<file path="config.mk">
export PLATFORM = sky130hd
export DESIGN_NAME = sb_color_event_filter
export DESIGN_NICKNAME = d
export VERILOG_FILES = /design/src/rtl/sb_color_event_filter.sv
export SDC_FILE = /design/constraint.sdc
export NUM_CORES = 1
export LEC_CHECK = 0
export CAP_MARGIN = 20
export CORE_ASPECT_RATIO = 1.5
export CORE_MARGIN = 10
export CORE_UTILIZATION = 45
export CTS_CLUSTER_DIAMETER = 200
export CTS_CLUSTER_SIZE = 40
export DETAILED_ROUTE_END_ITERATION = 10
export GPL_ROUTABILITY_DRIVEN = 0
export HOLD_SLACK_MARGIN = 0.03
export PLACE_DENSITY = 0.73
export SLEW_MARGIN = 20
export SYNTH_ARGS = -nofsm -noshare
export SYNTH_HDL_FRONTEND = slang
export SYNTH_SLANG_ARGS = --single-unit
export TNS_END_PERCENT = 50
</file>
<file path="constraint.sdc">
create_clock -name clk -period 10.3 [get_ports clk]
set_input_delay 3.09 -clock clk [delete_from_list [all_inputs] [get_ports clk]]
set_output_delay 3.09 -clock clk [all_outputs]
set_load 0.02 [all_outputs]
</file>
<file path="src/rtl/sb_color_event_filter.sv">
// rtl/sb_color_event_filter.sv - debounced colour confirmation with a 4-deep event FIFO
module sb_color_event_filter #(
  parameter int SAMPLE_DIV     = 5000000,
  parameter int STABLE_SAMPLES = 3
) (
  input  logic       clk,
  input  logic       rst_n,
  input  logic [2:0] color_in,
  output logic [2:0] confirmed,
  output logic       ev_valid,
  output logic [1:0] ev_color,
  input  logic       ev_ready,
  output logic [7:0] ev_count,
  output logic       overflow
);

  localparam int DW = $clog2(SAMPLE_DIV);
  localparam logic [DW-1:0] DIV_LAST = DW'(SAMPLE_DIV - 1);
  localparam logic [3:0] S_MAX = 4'(STABLE_SAMPLES);

  typedef enum logic [2:0] {C_NONE, C_RED, C_GRN, C_BLU, C_WHITE} cls_t;
  typedef enum logic {S_BG, S_BLK} state_t;

  logic [DW-1:0] div_cnt;
  logic          tick;
  cls_t          cls;
  cls_t          cand;
  logic [2:0]    cls_code;
  logic [3:0]    match;
  logic [3:0]    match_nxt;
  logic          confirm;
  logic          is_block;
  logic          push_req;
  state_t        state;

  logic [1:0]    mem [4];
  logic [1:0]    wr_ptr;
  logic [1:0]    rd_ptr;
  logic [2:0]    occ;
  logic          full;
  logic          pop;
  logic          accept;

  assign tick = (div_cnt == DIV_LAST);

  always_comb begin
    cls      = C_NONE;
    cls_code = 3'b000;
    case (color_in)
      3'b100: begin cls = C_RED;   cls_code = 3'b100; end
      3'b010: begin cls = C_GRN;   cls_code = 3'b010; end
      3'b001: begin cls = C_BLU;   cls_code = 3'b001; end
      3'b111: begin cls = C_WHITE; cls_code = 3'b111; end
      default: begin cls = C_NONE; cls_code = 3'b000; end
    endcase
  end

  // A saturated match on the same candidate must not fire again.
  always_comb begin
    match_nxt = 4'd1;
    if (cls == cand)
      match_nxt = (match == S_MAX) ? S_MAX : match + 4'd1;
  end

  assign confirm  = tick && (match_nxt == S_MAX) && !((cls == cand) && (match == S_MAX));
  assign is_block = (cls == C_RED) || (cls == C_GRN) || (cls == C_BLU);
  assign push_req = confirm && is_block && ((state == S_BG) || (cls_code != confirmed));

  assign ev_valid = (occ != 3'd0);
  assign ev_color = ev_valid ? mem[rd_ptr] : 2'b00;
  assign full     = (occ == 3'd4);
  assign pop      = ev_valid && ev_ready;
  assign accept   = push_req && (!full || pop);

  always_ff @(posedge clk) begin
    if (!rst_n) begin
      div_cnt   <= '0;
      cand      <= C_NONE;
      match     <= 4'd0;
      state     <= S_BG;
      confirmed <= 3'b000;
      wr_ptr    <= 2'd0;
      rd_ptr    <= 2'd0;
      occ       <= 3'd0;
      ev_count  <= 8'd0;
      overflow  <= 1'b0;
      for (int i = 0; i < 4; i++) mem[i] <= 2'b00;
    end else begin
      div_cnt <= tick ? '0 : div_cnt + 1'b1;
      if (tick) begin
        cand  <= cls;
        match <= match_nxt;
      end
      if (confirm) begin
        confirmed <= cls_code;
        state     <= is_block ? S_BLK : S_BG;
      end
      if (accept) begin
        mem[wr_ptr] <= cls[1:0];
        wr_ptr      <= wr_ptr + 2'd1;
        ev_count    <= ev_count + 8'd1;
      end
      if (pop)
        rd_ptr <= rd_ptr + 2'd1;
      occ <= occ + {2'b00, accept} - {2'b00, pop};
      if (push_req && full && !pop)
        overflow <= 1'b1;
    end
  end

endmodule

</file>
Word-level counts from Yosys, hierarchy flattened:

Memories as Yosys holds them, arrays and structs flattened. A register that Yosys moved wholly into a read port is not among the register bits.
Index checks and enable logic that the tools add are counted.

* bits in writable memories: 8
* input port bits: 6
* output and inout port bits: 15
* logic and storage cells: 67
* bits in registers: 50
* memories kept: 1

Memory list
* mem: words 4, bits a word 2, rd ports 1, clocked after Yosys merged registers in 1, write ports 4, line 36 `logic [1:0] mem [4];`

* $add $sub $neg: 7
* bitwise gates (word level): 2
* eq/ne operators: 13
* mux-type cells: 15
* reduce and logical (&&, ||, !) cells: 19

Operators with widths (number)
* case mux 3 bit (4 select lines): 2
* adder 23 x 1 -> 23 bit, second input constant: 1
* == test 23 bit, second input constant: 1
* 2-to-1 mux 2 bit: 5
* == test 3 x 2 -> 1 bit, second input constant: 3
* == test 3 bit, second input constant: 3
* logical AND 1 bit: 9
* adder 8 x 1 -> 8 bit, second input constant: 1
* == test 4 x 2 -> 1 bit, second input constant: 2
* 2-to-1 mux 4 bit: 2
* == test 3 x 1 -> 1 bit, second input constant: 2
* 2-to-1 mux 1 bit: 6
* adder 2 x 1 -> 2 bit, second input constant: 2
* adder 4 x 1 -> 4 bit, second input constant: 1
* logical OR 1 bit: 4
* OR reduction 2 bit: 2
* adder 3 x 1 -> 3 bit: 1
* == test 3 bit: 1
* logical NOT 1 bit: 3
* != test 3 bit: 1
* nonzero test 3 bit: 1
* subtractor 3 x 1 -> 3 bit: 1
* inverter 1 bit: 2

Logic depth before layout (Yosys ltp):

* word-level depth: 15
* gate-level depth with buffers: 15
* mapped depth without buffers: 13

Worst setup path after synthesis:

Ideal clock, no wire load.

* path type: input to register
* start point: in color_in[2]
* end point: reg occ[2]
* required time: 10.172 ns
* setup slack: 4.677 ns
* stages on the path: 14
* arrival: 5.496 ns
* setup time: 0.128 ns
* buffers on the path: 1
* path through: clkbuf_1 or3b_2 o21ai_0 nand2b_1 nor2_2 nand2_1 ha_1 inv_1 ha_1 inv_1 fa_1 xor2_1 xnor2_1 nor2_1

* cells in the longest elaborated chain, start to end: 12

RTL lines
* from (decl): line 8 `input logic [2:0] color_in,`
* == test 3 bit, or another cell as far along: line 49 `case (color_in)`
* case mux 3 bit (4 select lines): line 49
* == test 3 bit: line 61, 65
* 2-to-1 mux 4 bit: line 61 `if (cls == cand)`
* == test 4 x 2 -> 1 bit: line 65 `assign confirm = tick && (match_nxt == S_MAX) && !((cls == cand) && (match == S_MAX));`
* logical AND 1 bit (2 in series): line 65
* logical AND 1 bit: line 67 `assign push_req = confirm && is_block && ((state == S_BG) || (cls_code != confirmed));`
* logical AND 1 bit *: line 67
* logical AND 1 bit *: line 73 `assign accept = push_req && (!full || pop);`
* adder 3 x 1 -> 3 bit *: line 105 `occ <= occ + {2'b00, accept} - {2'b00, pop};`
* subtractor 3 x 1 -> 3 bit *: line 105
* to (signal assigned): line 105
* to (decl): line 39 `logic [2:0] occ;`

Every way passes the cells marked *; elsewhere a longest branch is shown, timed or not.
A chain may end at the register's enable or synchronous reset.

Final worst setup path:

* start point: in color_in[0]
* end point: reg occ[2]

The elaborated chain is that of the path after synthesis.

==> metrics.yaml <==
status: "completed"
power.total_mw: 0.573
timing.max_slew.rel_slack_pct: 38.7
numCtsBuffers: 9
post-cts-setup-buffer-count: 0
detail_route.vias_per_cell: 5.54
sequentialPowerShare_pct: 44.3
setup_viols_final: 0
hold_path_class: "reg -> reg"
place.port_buffers: 20
final.period_utilization_pct: 62.0
cts_hold_bufs: 0
synth-edff-count: 8
drcViolationCount: 0
final_hold_viol_count: 0
drt_pass1_iterations: 4
post-route-min-period_ps: 6390
final_max_slew_viol_count: 0
drt-initial-drc-count: 101
timing.setup.tns_ps: 0
ys_seq_elements: 60
final.fill_count: 602
fp-row-count: 36
power.combinational.fraction_pct: 15.4
clkSlewWorstSetupHoldPaths_ps: 70
globalRouteTotalUtil_pct: 12.6
cts-root-buf: "sky130_fd_sc_hd__clkbuf_8"
wire_per_inst_um: 14.4
cp_data_arrival_time_ps: 6610
dieHeight_um: 120
muxShareOfSynthArea_pct: 5.19
p_clk_share_pct: 40.3
timing.reg2reg.worst_path_depth: 13
transition_time_of_the_tightest_slew_check_pin_ps: 920
clkLatencyLatePin_ps: 340
grt_max_degree: 28
area_share_of_xor_xnor_cells_in_the_synthesized_design_pct: 8.72
wirelength_mm: 6.35
yosysSeqAreaShare_pct: 42.5
rrSetupSlack_ps: 7180
starting_density_of_the_core_pct: 46.4
synth.largest_area_cell: "sky130_fd_sc_hd__dfxtp_1"
fp.dieArea_um2: 10400
yosys.area_share.simple_pct: 31.2
grt_pass1_vias: 2291
synth_top_family_by_area: "simple AND/OR/NAND/NOR gates"
p_sw_mw: 0.150
io_pins: 21
tritoncts: "done"
area_overhead_vs_synth_pct: 15.7
regToRegStartpoint: "cand[1]"
cp-start-kind: "input port"
grt_pass1_wl_mm: 10.6
cts_sinks: 60
maximum_operating_frequency_ghz: 0.157
dr_total_vias: 2437
synthTopCellsByArea: "sky130_fd_sc_hd__dfxtp_1 (35%), sky130_fd_sc_hd__edfxtp_1 (8.0%), sky130_fd_sc_hd__nor2_1 (5.7%), sky130_fd_sc_hd__xor2_1 (4.7%), sky130_fd_sc_hd__nand2_1 (4.2%)"
post_route_cells_drive_above_1_share_pct: 7.97
post_cts_resize_count: 0
mappedNetlistNets: 350
dp_hpwl_mm: 4.67
p_leak_nw: 1.27
cellPowerDensity_nw_per_um2: 164
cts.htree.levels: 3
async_reset_ff_share_pct: 0
r2r-end: "occ[2]"
critPathKind: "in -> reg"
ys.flop_type: "sky130_fd_sc_hd__dfxtp_1"
antenna_cells: 0
design.core.area_um2: 6490
chipWidth_um: 86.8
hold_end: "div_cnt[0]"
worst_hold_path_startpoint: "div_cnt[0]"
netlist-cell-type-count: 49
max-vdd-ir-drop_v: 0.0000865
grt_antenna_before_repair: 0
critPathCaptureType: "register"
synth-compound-area-share_pct: 6.40
critical_path_peak_fanout: 16
finClkSkew_ps: 6.91
unrepaired_setup_endpoints_after_global_routing: "false"
worst_ep_required_time_ps: 10520
overflow: 0
synth_top_cell_area_share_pct: 34.6
synthAdderAreaFrac_pct: 2.74
whs_path_depth: 1
internal_power_mw: 0.423
antenna_left: 0
syn_avg_cell_area_um2: 8.91
mapped_cell_area_um2: 3010
synth-warning-count: 0
cell_count_after_synthesis: 338
cts.path.max_buffers: 2
switching_share_pct: 26.1
timing.max_cap.violations: 0
nNetsFinal: 371
==> kinds of logic after synthesis <==
group                      count (synthesis)
and+or+nand+nor                          174
xor gates and xnor gates                  30
muxes                                     13
buffers and inverters                     24
DFF                                       60
adders and majority gates                  6
AOI/OAI and AO/OA                         31
==> sequential cells by signal, summed over array words and instances (netlist names), named ones only <==
| name | cells |
|---|---|
| wr_ptr | 2 |
| ev_count | 8 |
| state | 1 |
| confirmed | 3 |
| rd_ptr | 2 |
| mem | 8 |
| div_cnt | 23 |
| match | 4 |
| occ | 3 |
| overflow | 1 |
| cand | 3 |
==> Yosys cell counts (all sizes together) (3+ instances only) <==
master and count:
nand3 21, clkbuf 7, xor2 16, nor4b 5
and3 10, ha 5, nor4 8, nor3 4
nor3b 4, edfxtp 8, mux2i 10, buf 4
nand4 8, nand2b 9, o21ai 8, nand2 34
inv 13, nor2 47, a211oi 3, nand3b 3
xnor2 14, and2 6, dfxtp 52, a21oi 8
o31ai 3, o22ai 3
==> power by group through the flow <==
stage / clock (mW) / combinational (mW) / sequential (mW)
after CTS: 0.234 / 0.0900 / 0.254
final: 0.231 / 0.0883 / 0.254
after global routing: 0.243 / 0.0987 / 0.255
after detailed placement: 0 / 0.0896 / 0.259
after global placement: 0 / 0.0853 / 0.259
after floorplan: 0 / 0.0621 / 0.257
==> routing by layer <==
layer	vias to the layer above	wire (µm)	GRT usage [%]
met5	-	0	0
met4	0	125	7.01
met3	10	246	2.62
met2	49	3480	22.9
met1	1150	2490	12.7
li1	1228	-	-
==> area by class of cell <==
type,count,area (µm²),share of cell area (%)
clock inverters,7,91.3,2.62
well taps,76,95.1,2.73
clock buffers,9,124,3.56
repair buffers,21,208,5.96
flip-flops and latches,60,1280,36.8
multi-input cells,254,1640,46.9
inverters,13,48.8,1.40
==> how the worst max path moves through the flow <==
stage                startpoint      to  slack (ps)  cells after the start
CTS                 color_in[0]  occ[2]        3950                     14
floorplan           color_in[2]  occ[2]        4680                     14
finish              color_in[0]  occ[2]        3910                     14
detailed placement  color_in[0]  occ[2]        3600                     14
global placement    color_in[0]  occ[2]        3750                     14
global route        color_in[0]  occ[2]        3640                     14
==> cells in the final DEF (no fill, tap or decap), drive strengths merged, types with 5 or more instances in the layout <==
cell,synthesis,layout
a21oi,8,8
and2,6,6
and3,10,10
clkbuf,7,9
clkdlybuf4s50,0,20
dfxtp,52,52
edfxtp,8,8
ha,5,5
inv,13,13
mux2i,10,10
nand2,34,34
nand2b,9,9
nand3,21,21
nand4,8,8
nor2,47,47
nor4,8,8
nor4b,5,5
o21ai,8,8
xnor2,14,14
xor2,16,16
==> worst max-delay path, stage by stage <==
cell	delay, ps
sky130_fd_sc_hd__clkdlybuf4s50_1	660
sky130_fd_sc_hd__xnor2_1	470
sky130_fd_sc_hd__a211oi_1	140
sky130_fd_sc_hd__o22ai_1	400
sky130_fd_sc_hd__and3_1	410
sky130_fd_sc_hd__nand2_1	170
sky130_fd_sc_hd__ha_1	300
sky130_fd_sc_hd__inv_1	50
sky130_fd_sc_hd__ha_1	130
sky130_fd_sc_hd__inv_1	50
sky130_fd_sc_hd__fa_1	370
sky130_fd_sc_hd__xor2_1	180
sky130_fd_sc_hd__xnor2_1	140
sky130_fd_sc_hd__nor2_1	50
==> metrics by stage <==
stage	hold WS [ps]	util [%]	cell area, µm²	setup WS [ps]	instances
2_1_floorplan	428	-	3010	4680	338
6_report	465	53.7	3480	3910	440
4_1_cts	467	53.7	3480	3950	440
3_5_place_dp	457	50.4	3270	3600	424
3_3_place_gp	449	50.4	3270	3750	424
5_1_grt	492	53.7	3480	3640	440
Note: power is estimated with default switching activity, not from simulation.
